<file path="config.mk">
export PLATFORM = sky130hd
export DESIGN_NAME = instr_fetch_flat
export DESIGN_NICKNAME = d
export VERILOG_FILES = /design/src/rtl/instr_fetch_if.sv /design/src/rtl/instr_fetch.sv /design/src/flat_wrapper.sv
export SDC_FILE = /design/constraint.sdc
export NUM_CORES = 1
export LEC_CHECK = 0
export ABC_CLOCK_PERIOD_IN_PS = 3100
export BUFFER_PORTS_ARGS = -buffer_cell sky130_fd_sc_hd__buf_4
export CORE_MARGIN = 2
export CORE_UTILIZATION = 45
export CTS_BUF_LIST = sky130_fd_sc_hd__clkbuf_16
export CTS_CLUSTER_DIAMETER = 50
export CTS_CLUSTER_SIZE = 40
export DETAILED_ROUTE_END_ITERATION = 6
export PLACE_DENSITY = 0.82
export SLEW_MARGIN = 20
export SYNTH_ARGS = -nofsm -noshare
export SYNTH_HDL_FRONTEND = slang
export SYNTH_SLANG_ARGS = --single-unit
</file>
<file path="constraint.sdc">
create_clock -name clk -period 3.1 [get_ports clk]
set_input_delay 0.465 -clock clk [delete_from_list [all_inputs] [get_ports clk]]
set_output_delay 0.465 -clock clk [all_outputs]
set_load 0.02 [all_outputs]
</file>
<file path="src/rtl/instr_fetch_if.sv">
// Bus bundle between the fetch unit, instruction memory and decode.
// master = fetch unit side, slave = memory/decode/datapath side.
interface instr_fetch_if #(
  parameter int ADDR_W = 32
);
  logic              mem_req;
  logic [ADDR_W-1:0] mem_addr;
  logic [31:0]       mem_rdata;
  logic              mem_ack;

  // Decode handshake: a transfer happens on every rising clk edge where
  // instr_valid & instr_ready are both 1; instr_valid never depends on instr_ready.
  logic              instr_valid;
  logic              instr_ready;
  logic [31:0]       Instr;
  logic [1:0]        Op;
  logic [5:0]        Funct;
  logic [3:0]        Rd;
  logic [ADDR_W-1:0] InstrPC;
  logic [ADDR_W-1:0] PCPlus8;

  logic              pc_we;
  logic [ADDR_W-1:0] pc_next;

  modport master (
    output mem_req, mem_addr, instr_valid, Instr, Op, Funct, Rd, InstrPC, PCPlus8,
    input  mem_rdata, mem_ack, instr_ready, pc_we, pc_next
  );

  modport slave (
    input  mem_req, mem_addr, instr_valid, Instr, Op, Funct, Rd, InstrPC, PCPlus8,
    output mem_rdata, mem_ack, instr_ready, pc_we, pc_next
  );
endinterface

</file>
<file path="src/rtl/instr_fetch.sv">
// Instruction fetch unit: fetch PC, instruction register, memory req/ack and decode valid/ready.
// Optional one-entry prefetch buffer enabled by defining PREFETCH_EN.
module instr_fetch #(
  parameter int                ADDR_W   = 32,
  parameter logic [ADDR_W-1:0] RESET_PC = '0
) (
  input  logic          clk,
  input  logic          reset,
  instr_fetch_if.master bus,
  output logic [1:0]    o_dbg_state
);

  typedef enum logic [1:0] {
    S_IDLE  = 2'd0,
    S_FETCH = 2'd1,
    S_VALID = 2'd2,
    S_DRAIN = 2'd3
  } state_t;

  state_t            r_state, w_state_nxt;
  logic [ADDR_W-1:0] r_pc, w_pc_nxt;
  logic [ADDR_W-1:0] r_drain_addr, w_drain_addr_nxt;
  logic [31:0]       r_instr, w_instr_nxt;
  logic [ADDR_W-1:0] r_instr_pc, w_instr_pc_nxt;

  logic              w_req;
  logic              w_ack;
  logic              w_hs;
  logic [ADDR_W-1:0] w_target;

`ifdef PREFETCH_EN
  logic              r_pf_full, w_pf_full_nxt;
  logic [31:0]       r_pf_data, w_pf_data_nxt;
  logic [ADDR_W-1:0] r_pf_addr, w_pf_addr_nxt;

  assign w_req = (r_state == S_FETCH) || (r_state == S_DRAIN) ||
                 ((r_state == S_VALID) && !r_pf_full);
`else
  assign w_req = (r_state == S_FETCH) || (r_state == S_DRAIN);
`endif

  assign w_ack    = w_req && bus.mem_ack;
  assign w_hs     = (r_state == S_VALID) && bus.instr_ready;
  assign w_target = bus.pc_next & ~ADDR_W'(3);

  // r_pc always holds the address of the next fetch; it advances by 4 when
  // data is captured, so acceptance of an instruction needs no extra adder.
  always_comb begin
    w_state_nxt      = r_state;
    w_pc_nxt         = r_pc;
    w_drain_addr_nxt = r_drain_addr;
    w_instr_nxt      = r_instr;
    w_instr_pc_nxt   = r_instr_pc;
`ifdef PREFETCH_EN
    w_pf_full_nxt    = r_pf_full;
    w_pf_data_nxt    = r_pf_data;
    w_pf_addr_nxt    = r_pf_addr;
`endif
    case (r_state)
      S_IDLE: begin
        w_state_nxt = S_FETCH;
        if (bus.pc_we) w_pc_nxt = w_target;
      end
      S_FETCH: begin
        if (bus.pc_we) begin
          w_pc_nxt = w_target;
          if (!w_ack) begin
            w_state_nxt      = S_DRAIN;
            w_drain_addr_nxt = r_pc;
          end
        end else if (w_ack) begin
          w_instr_nxt    = bus.mem_rdata;
          w_instr_pc_nxt = r_pc;
          w_pc_nxt       = r_pc + ADDR_W'(4);
          w_state_nxt    = S_VALID;
        end
      end
      S_VALID: begin
`ifdef PREFETCH_EN
        if (bus.pc_we) begin
          w_pc_nxt      = w_target;
          w_pf_full_nxt = 1'b0;
          // An in-flight prefetch must complete at its old address first.
          if (!r_pf_full && !w_ack) begin
            w_state_nxt      = S_DRAIN;
            w_drain_addr_nxt = r_pc;
          end else begin
            w_state_nxt = S_FETCH;
          end
        end else if (w_hs) begin
          if (r_pf_full) begin
            w_instr_nxt    = r_pf_data;
            w_instr_pc_nxt = r_pf_addr;
            w_pf_full_nxt  = 1'b0;
          end else if (w_ack) begin
            w_instr_nxt    = bus.mem_rdata;
            w_instr_pc_nxt = r_pc;
            w_pc_nxt       = r_pc + ADDR_W'(4);
          end else begin
            w_state_nxt = S_FETCH;
          end
        end else if (w_ack) begin
          w_pf_full_nxt = 1'b1;
          w_pf_data_nxt = bus.mem_rdata;
          w_pf_addr_nxt = r_pc;
          w_pc_nxt      = r_pc + ADDR_W'(4);
        end
`else
        if (bus.pc_we) begin
          w_pc_nxt    = w_target;
          w_state_nxt = S_FETCH;
        end else if (w_hs) begin
          w_state_nxt = S_FETCH;
        end
`endif
      end
      S_DRAIN: begin
        if (bus.pc_we) w_pc_nxt = w_target;
        if (w_ack) w_state_nxt = S_FETCH;
      end
      default: w_state_nxt = S_IDLE;
    endcase
  end

  always_ff @(posedge clk or negedge reset) begin
    if (!reset) begin
      r_state      <= S_IDLE;
      r_pc         <= RESET_PC;
      r_drain_addr <= RESET_PC;
      r_instr      <= '0;
      r_instr_pc   <= RESET_PC;
    end else begin
      r_state      <= w_state_nxt;
      r_pc         <= w_pc_nxt;
      r_drain_addr <= w_drain_addr_nxt;
      r_instr      <= w_instr_nxt;
      r_instr_pc   <= w_instr_pc_nxt;
    end
  end

`ifdef PREFETCH_EN
  always_ff @(posedge clk or negedge reset) begin
    if (!reset) begin
      r_pf_full <= 1'b0;
      r_pf_data <= '0;
      r_pf_addr <= RESET_PC;
    end else begin
      r_pf_full <= w_pf_full_nxt;
      r_pf_data <= w_pf_data_nxt;
      r_pf_addr <= w_pf_addr_nxt;
    end
  end
`endif

  assign bus.mem_req     = w_req;
  assign bus.mem_addr    = (r_state == S_DRAIN) ? r_drain_addr : r_pc;
  assign bus.instr_valid = (r_state == S_VALID);
  assign bus.Instr       = r_instr;
  assign bus.Op          = r_instr[27:26];
  assign bus.Funct       = r_instr[25:20];
  assign bus.Rd          = r_instr[15:12];
  assign bus.InstrPC     = r_instr_pc;
  assign bus.PCPlus8     = r_instr_pc + ADDR_W'(8);
  assign o_dbg_state     = r_state;

endmodule

</file>
<file path="src/flat_wrapper.sv">
// flat-port wrapper written by rule: the top's interface ports become plain ports
module instr_fetch_flat 
#(
  parameter int                ADDR_W   = 32,
  parameter logic [ADDR_W-1:0] RESET_PC = '0
)
  (clk, reset, o_dbg_state, bus_mem_req, bus_mem_addr, bus_instr_valid, bus_Instr, bus_Op, bus_Funct, bus_Rd, bus_InstrPC, bus_PCPlus8, bus_mem_rdata, bus_mem_ack, bus_instr_ready, bus_pc_we, bus_pc_next);
  instr_fetch_if #(.ADDR_W(ADDR_W)) bus_i ();
  input  logic clk;
  input  logic reset;
  output logic [1:0] o_dbg_state;
  output wire logic [$bits(bus_i.mem_req)-1:0] bus_mem_req;
  output wire logic [$bits(bus_i.mem_addr)-1:0] bus_mem_addr;
  output wire logic [$bits(bus_i.instr_valid)-1:0] bus_instr_valid;
  output wire logic [$bits(bus_i.Instr)-1:0] bus_Instr;
  output wire logic [$bits(bus_i.Op)-1:0] bus_Op;
  output wire logic [$bits(bus_i.Funct)-1:0] bus_Funct;
  output wire logic [$bits(bus_i.Rd)-1:0] bus_Rd;
  output wire logic [$bits(bus_i.InstrPC)-1:0] bus_InstrPC;
  output wire logic [$bits(bus_i.PCPlus8)-1:0] bus_PCPlus8;
  input wire logic [$bits(bus_i.mem_rdata)-1:0] bus_mem_rdata;
  input wire logic [$bits(bus_i.mem_ack)-1:0] bus_mem_ack;
  input wire logic [$bits(bus_i.instr_ready)-1:0] bus_instr_ready;
  input wire logic [$bits(bus_i.pc_we)-1:0] bus_pc_we;
  input wire logic [$bits(bus_i.pc_next)-1:0] bus_pc_next;
  assign bus_mem_req = bus_i.mem_req;
  assign bus_mem_addr = bus_i.mem_addr;
  assign bus_instr_valid = bus_i.instr_valid;
  assign bus_Instr = bus_i.Instr;
  assign bus_Op = bus_i.Op;
  assign bus_Funct = bus_i.Funct;
  assign bus_Rd = bus_i.Rd;
  assign bus_InstrPC = bus_i.InstrPC;
  assign bus_PCPlus8 = bus_i.PCPlus8;
  assign bus_i.mem_rdata = bus_mem_rdata;
  assign bus_i.mem_ack = bus_mem_ack;
  assign bus_i.instr_ready = bus_instr_ready;
  assign bus_i.pc_we = bus_pc_we;
  assign bus_i.pc_next = bus_pc_next;
  instr_fetch #(.ADDR_W(ADDR_W), .RESET_PC(RESET_PC)) u_core (.clk(clk), .reset(reset), .bus(bus_i), .o_dbg_state(o_dbg_state));
endmodule
</file>
==> impl_summary.log <==
INFO  metric cts_made_buffers = 17
INFO  metric antenna_left = 0
INFO  metric post_cts.resized_instances = 0
INFO  metric drt-vias-per-instance = around 5.6
INFO  metric io_pins = 213
INFO  metric gp_routability_congestion = between 0.8 and 0.9
INFO  metric dieArea = between 0.015 and 0.02 sq mm
INFO  metric async_reset_ff_share = 100%
INFO  metric synthFlopType = sky130_fd_sc_hd__dfrtp_1
INFO  metric drive_gt1_share = ~48%
INFO  metric worst_skew_pair.late_latency = approximately 0.41 ns
INFO  metric hold_path.class = in2async
INFO  metric grt_overflow = 0
INFO  metric final.setup_skew = about 0.0045 ns
INFO  metric routed.top_layer = met4
INFO  metric slew-limit-headroom = between 40% and 50%
INFO  metric nets = 823
INFO  metric outcome = complete, no violations
INFO  metric synth_cell_type_count = 52
INFO  metric place.port_buffers = between 200 and 250
INFO  metric clk_pin_slew_worst_paths = ~0.050 ns
INFO  metric fp.coreArea = between 0.01 and 0.015 sq mm
INFO  metric worstSetupEndpointType = output pin
INFO  metric ys_seq_elements = roughly 120
INFO  metric grt_pass1_wl = about 26000 um
INFO  metric clockRootBuffer = sky130_fd_sc_hd__clkbuf_16
INFO  metric met2WireLength = 8850 um
INFO  metric p_leak = approximately 3.8 nW
INFO  metric timing.critical_path.from_type = register
INFO  metric synthesis.instances = about 570
INFO  metric setup_repair_after_global_routing_missed_its_margin = no
INFO  metric die_height = roughly 120 um
INFO  metric clock_tree.buffer_depth = 2
INFO  metric grt_util_all_layers = roughly 22%
INFO  metric final_max_slew_viol_count = 0
INFO  metric worst-endpoint-required = 2.63 ns
INFO  metric antennaDiodeCount = 0
INFO  metric cts.hold.buffers_added = 0
INFO  metric syn_avg_cell_area = between 10 and 15 sq um
INFO  metric drc = 0
INFO  metric wl_per_cell = 18.4 um
INFO  metric portion_of_the_post_synthesis_area_used_by_sequential_elements = between 40% and 50%
INFO  metric tritoncts = built
INFO  metric placement_rows = 43
INFO  metric wp_data_arrival = 2.46 ns
INFO  metric met1Wirelength = slightly below 7000 um
INFO  metric area_growth_syn_to_layout = 34.3%
INFO  metric vdd_ir_drop_max = between 400 and 500 uV
INFO  metric yosys_warnings = 0
INFO  metric final.fill_count = between 1000 and 1500
INFO  metric drt_pass1_iterations = 5
INFO  metric floorplan.initialDensity = between 40% and 50%
INFO  metric hpwl = 12700 um
INFO  metric final-setup-viol-count = 0
INFO  metric total_power_draw = 7.50 mW
INFO  metric worst-setup-path-type = reg2out
INFO  metric synth.cell_area = about 0.0064 sq mm
INFO  metric drt-total-wl = 17400 um
INFO  metric worst-slew-pin-transition = 0.793 ns
INFO  metric number_of_flops_mapped_to_enable_cells_by_yosys = 0
INFO  metric maximum_number_of_pins_on_one_net_before_global_route_repair = 64
INFO  metric crit_path_max_fanout = 7
INFO  metric fin_crit_sh = between 90% and 100%
INFO  metric final.setup.tns = 0 ns
INFO  metric htree_num_levels = 4
INFO  metric finalHoldViolations = 0
INFO  metric first_global_vias = about 5300
INFO  metric cts_post_setup_buffers_inserted = 0
INFO  metric drt_first_iter_violations = 310
INFO  metric vias = approximately 5300
INFO  metric maxCapViolations = 0
INFO  metric power.density_cell_area = between 800 and 900 mW/mm^2
INFO  metric tritoncts_num_sinks = about 120
INFO  metric met3_length = approximately 1200 um
INFO  metric maxClockFrequency = roughly 0.34 GHz
INFO  metric antenna_violations_before_repair = 0
INFO  metric timing.final.crit_period = 2.92 ns
INFO  metric dieWidth = between 100 and 150 um
-- cells in the mapped netlist (2+ instances only) --
library cell               number  area [sq um]
sky130_fd_sc_hd__or3_1          6          37.5
sky130_fd_sc_hd__nor3_1        18          90.1
sky130_fd_sc_hd__nor2_1        24          90.1
sky130_fd_sc_hd__or4_1          7          52.6
sky130_fd_sc_hd__xnor2_1       15           131
sky130_fd_sc_hd__a211o_1        3          26.3
sky130_fd_sc_hd__nand2b_1       5          31.3
sky130_fd_sc_hd__nand4b_1       2          17.5
sky130_fd_sc_hd__nor2b_1        2          12.5
sky130_fd_sc_hd__mux2_2       121          1360
sky130_fd_sc_hd__clkbuf_1      19          71.3
sky130_fd_sc_hd__nand3_1       24           120
sky130_fd_sc_hd__dfrtp_1      124          3100
sky130_fd_sc_hd__buf_2         10          50.1
sky130_fd_sc_hd__and3_1         7          43.8
sky130_fd_sc_hd__o21ai_0       17          85.1
sky130_fd_sc_hd__and4_1         5          43.8
sky130_fd_sc_hd__nor4_1         9          56.3
sky130_fd_sc_hd__nand4_1       16           100
sky130_fd_sc_hd__xor2_1        21           184
sky130_fd_sc_hd__inv_1         10          37.5
sky130_fd_sc_hd__a211oi_1       3          22.5
sky130_fd_sc_hd__a31oi_1        8          50.1
sky130_fd_sc_hd__mux2i_1        2          20.0
sky130_fd_sc_hd__or3_2          3          22.5
sky130_fd_sc_hd__a21oi_1        3          15.0
sky130_fd_sc_hd__nand2_1       35           131
sky130_fd_sc_hd__buf_4         19           143
sky130_fd_sc_hd__ha_1           2          25.0
sky130_fd_sc_hd__o31ai_1        4          30.0
-- flip-flops by register name, indices dropped and copies added (netlist names) --
name	flops
u_core.bus.InstrPC	30
u_core.r_drain_addr	30
u_core.o_dbg_state	2
u_core.r_pc	30
u_core.bus.Instr	32
-- worst paths after layout --
check	end	cells past startpoint	slack [ns]	start
setup / recovery	bus_PCPlus8[30]	5	0.18	u_core.bus.InstrPC[5]$_DFFE_PN0P_
hold / removal	u_core.bus.InstrPC[2]$_DFFE_PN0P_	1	0.15	reset
setup reg to reg	u_core.r_pc[24]$_DFFE_PN0P_	4	0.85	u_core.o_dbg_state[0]$_DFFE_PN0P_
hold reg to reg	u_core.r_drain_addr[16]$_DFFE_PN0P_	1	0.50	u_core.r_drain_addr[16]$_DFFE_PN0P_
max in group asynchronous	u_core.r_pc[16]$_DFFE_PN0P_	2	2.14	reset
min in group clk	u_core.r_pc[9]$_DFFE_PN0P_	3	0.27	bus_pc_next[9]
-- metrics by stage --
stage               worst slack, ns  utilization [%]  area (sq um)  hold slack, ns  std cells
finish                        0.175             61.9          8590           0.153        945
global route                 0.0581             61.9          8590           0.203        945
CTS                          0.0537             61.8          8580           0.161        945
detailed placement            0.506             57.6          7990           0.493        913
global placement              0.575             57.6          7990           0.485        913
floorplan                     0.533                -          6410           0.169        571
-- power breakdown --
part / total (mW) / switching [mW] / internal, mW
registers: 2.61 / 0.514 / 2.09
logic: 2.91 / 1.51 / 1.40
clock network: 1.98 / 0.667 / 1.31
total: 7.50 / 2.69 / 4.81
-- worst max-delay path, stage by stage, from the launching register on --
cell and delay [ns]:
sky130_fd_sc_hd__dfrtp_1 0.47, sky130_fd_sc_hd__nand3_1 0.19, sky130_fd_sc_hd__or4_1 0.71, sky130_fd_sc_hd__nor3_1 0.29
sky130_fd_sc_hd__xor2_1 0.21, sky130_fd_sc_hd__buf_4 0.17
-- cells by family after synthesis --
kind of cell | after synthesis | synth area share (%)
mux | 123 | 21.6
compound gates | 49 | 4.97
xor+xnor | 36 | 4.93
flops | 124 | 48.5
other cells | 1 | 0.0587
simple gates | 170 | 14.5
buf+inv | 61 | 5.03
fa+ha+maj | 2 | 0.391
-- layout by cell type, fill, tap and decap left out, types with 8 or more instances in the layout --
cell type,instances
sky130_fd_sc_hd__buf_4,211
sky130_fd_sc_hd__dfrtp_1,124
sky130_fd_sc_hd__mux2_2,121
sky130_fd_sc_hd__nand2_1,35
sky130_fd_sc_hd__nand3_1,24
sky130_fd_sc_hd__nor2_1,23
sky130_fd_sc_hd__xor2_1,21
sky130_fd_sc_hd__nor3_1,17
sky130_fd_sc_hd__o21ai_0,17
sky130_fd_sc_hd__clkbuf_16,17
sky130_fd_sc_hd__nand4_1,16
sky130_fd_sc_hd__xnor2_1,15
sky130_fd_sc_hd__inv_1,13
sky130_fd_sc_hd__nor4_1,8
sky130_fd_sc_hd__a31oi_1,8
-- routing by layer --
layer  track usage [%]  vias to the layer above
li1                  -                     2396
met1              26.8                     2567
met2              37.3                      256
met3              5.12                       53
met4              12.9                        0
met5                 0                        -
-- final cells by class --
type | count | area [sq um] | share of cell area (%)
Clock buffer | 17 | 425 | 4.95
Clock inverter | 15 | 163 | 1.89
Inverter | 10 | 37.5 | 0.437
Multi-Input combinational cell | 386 | 3010 | 35.1
Sequential cell | 124 | 3100 | 36.1
Tap cell | 180 | 225 | 2.62
Timing Repair Buffer | 213 | 1620 | 18.9
No activity file was read; power rests on OpenSTA's default activity.
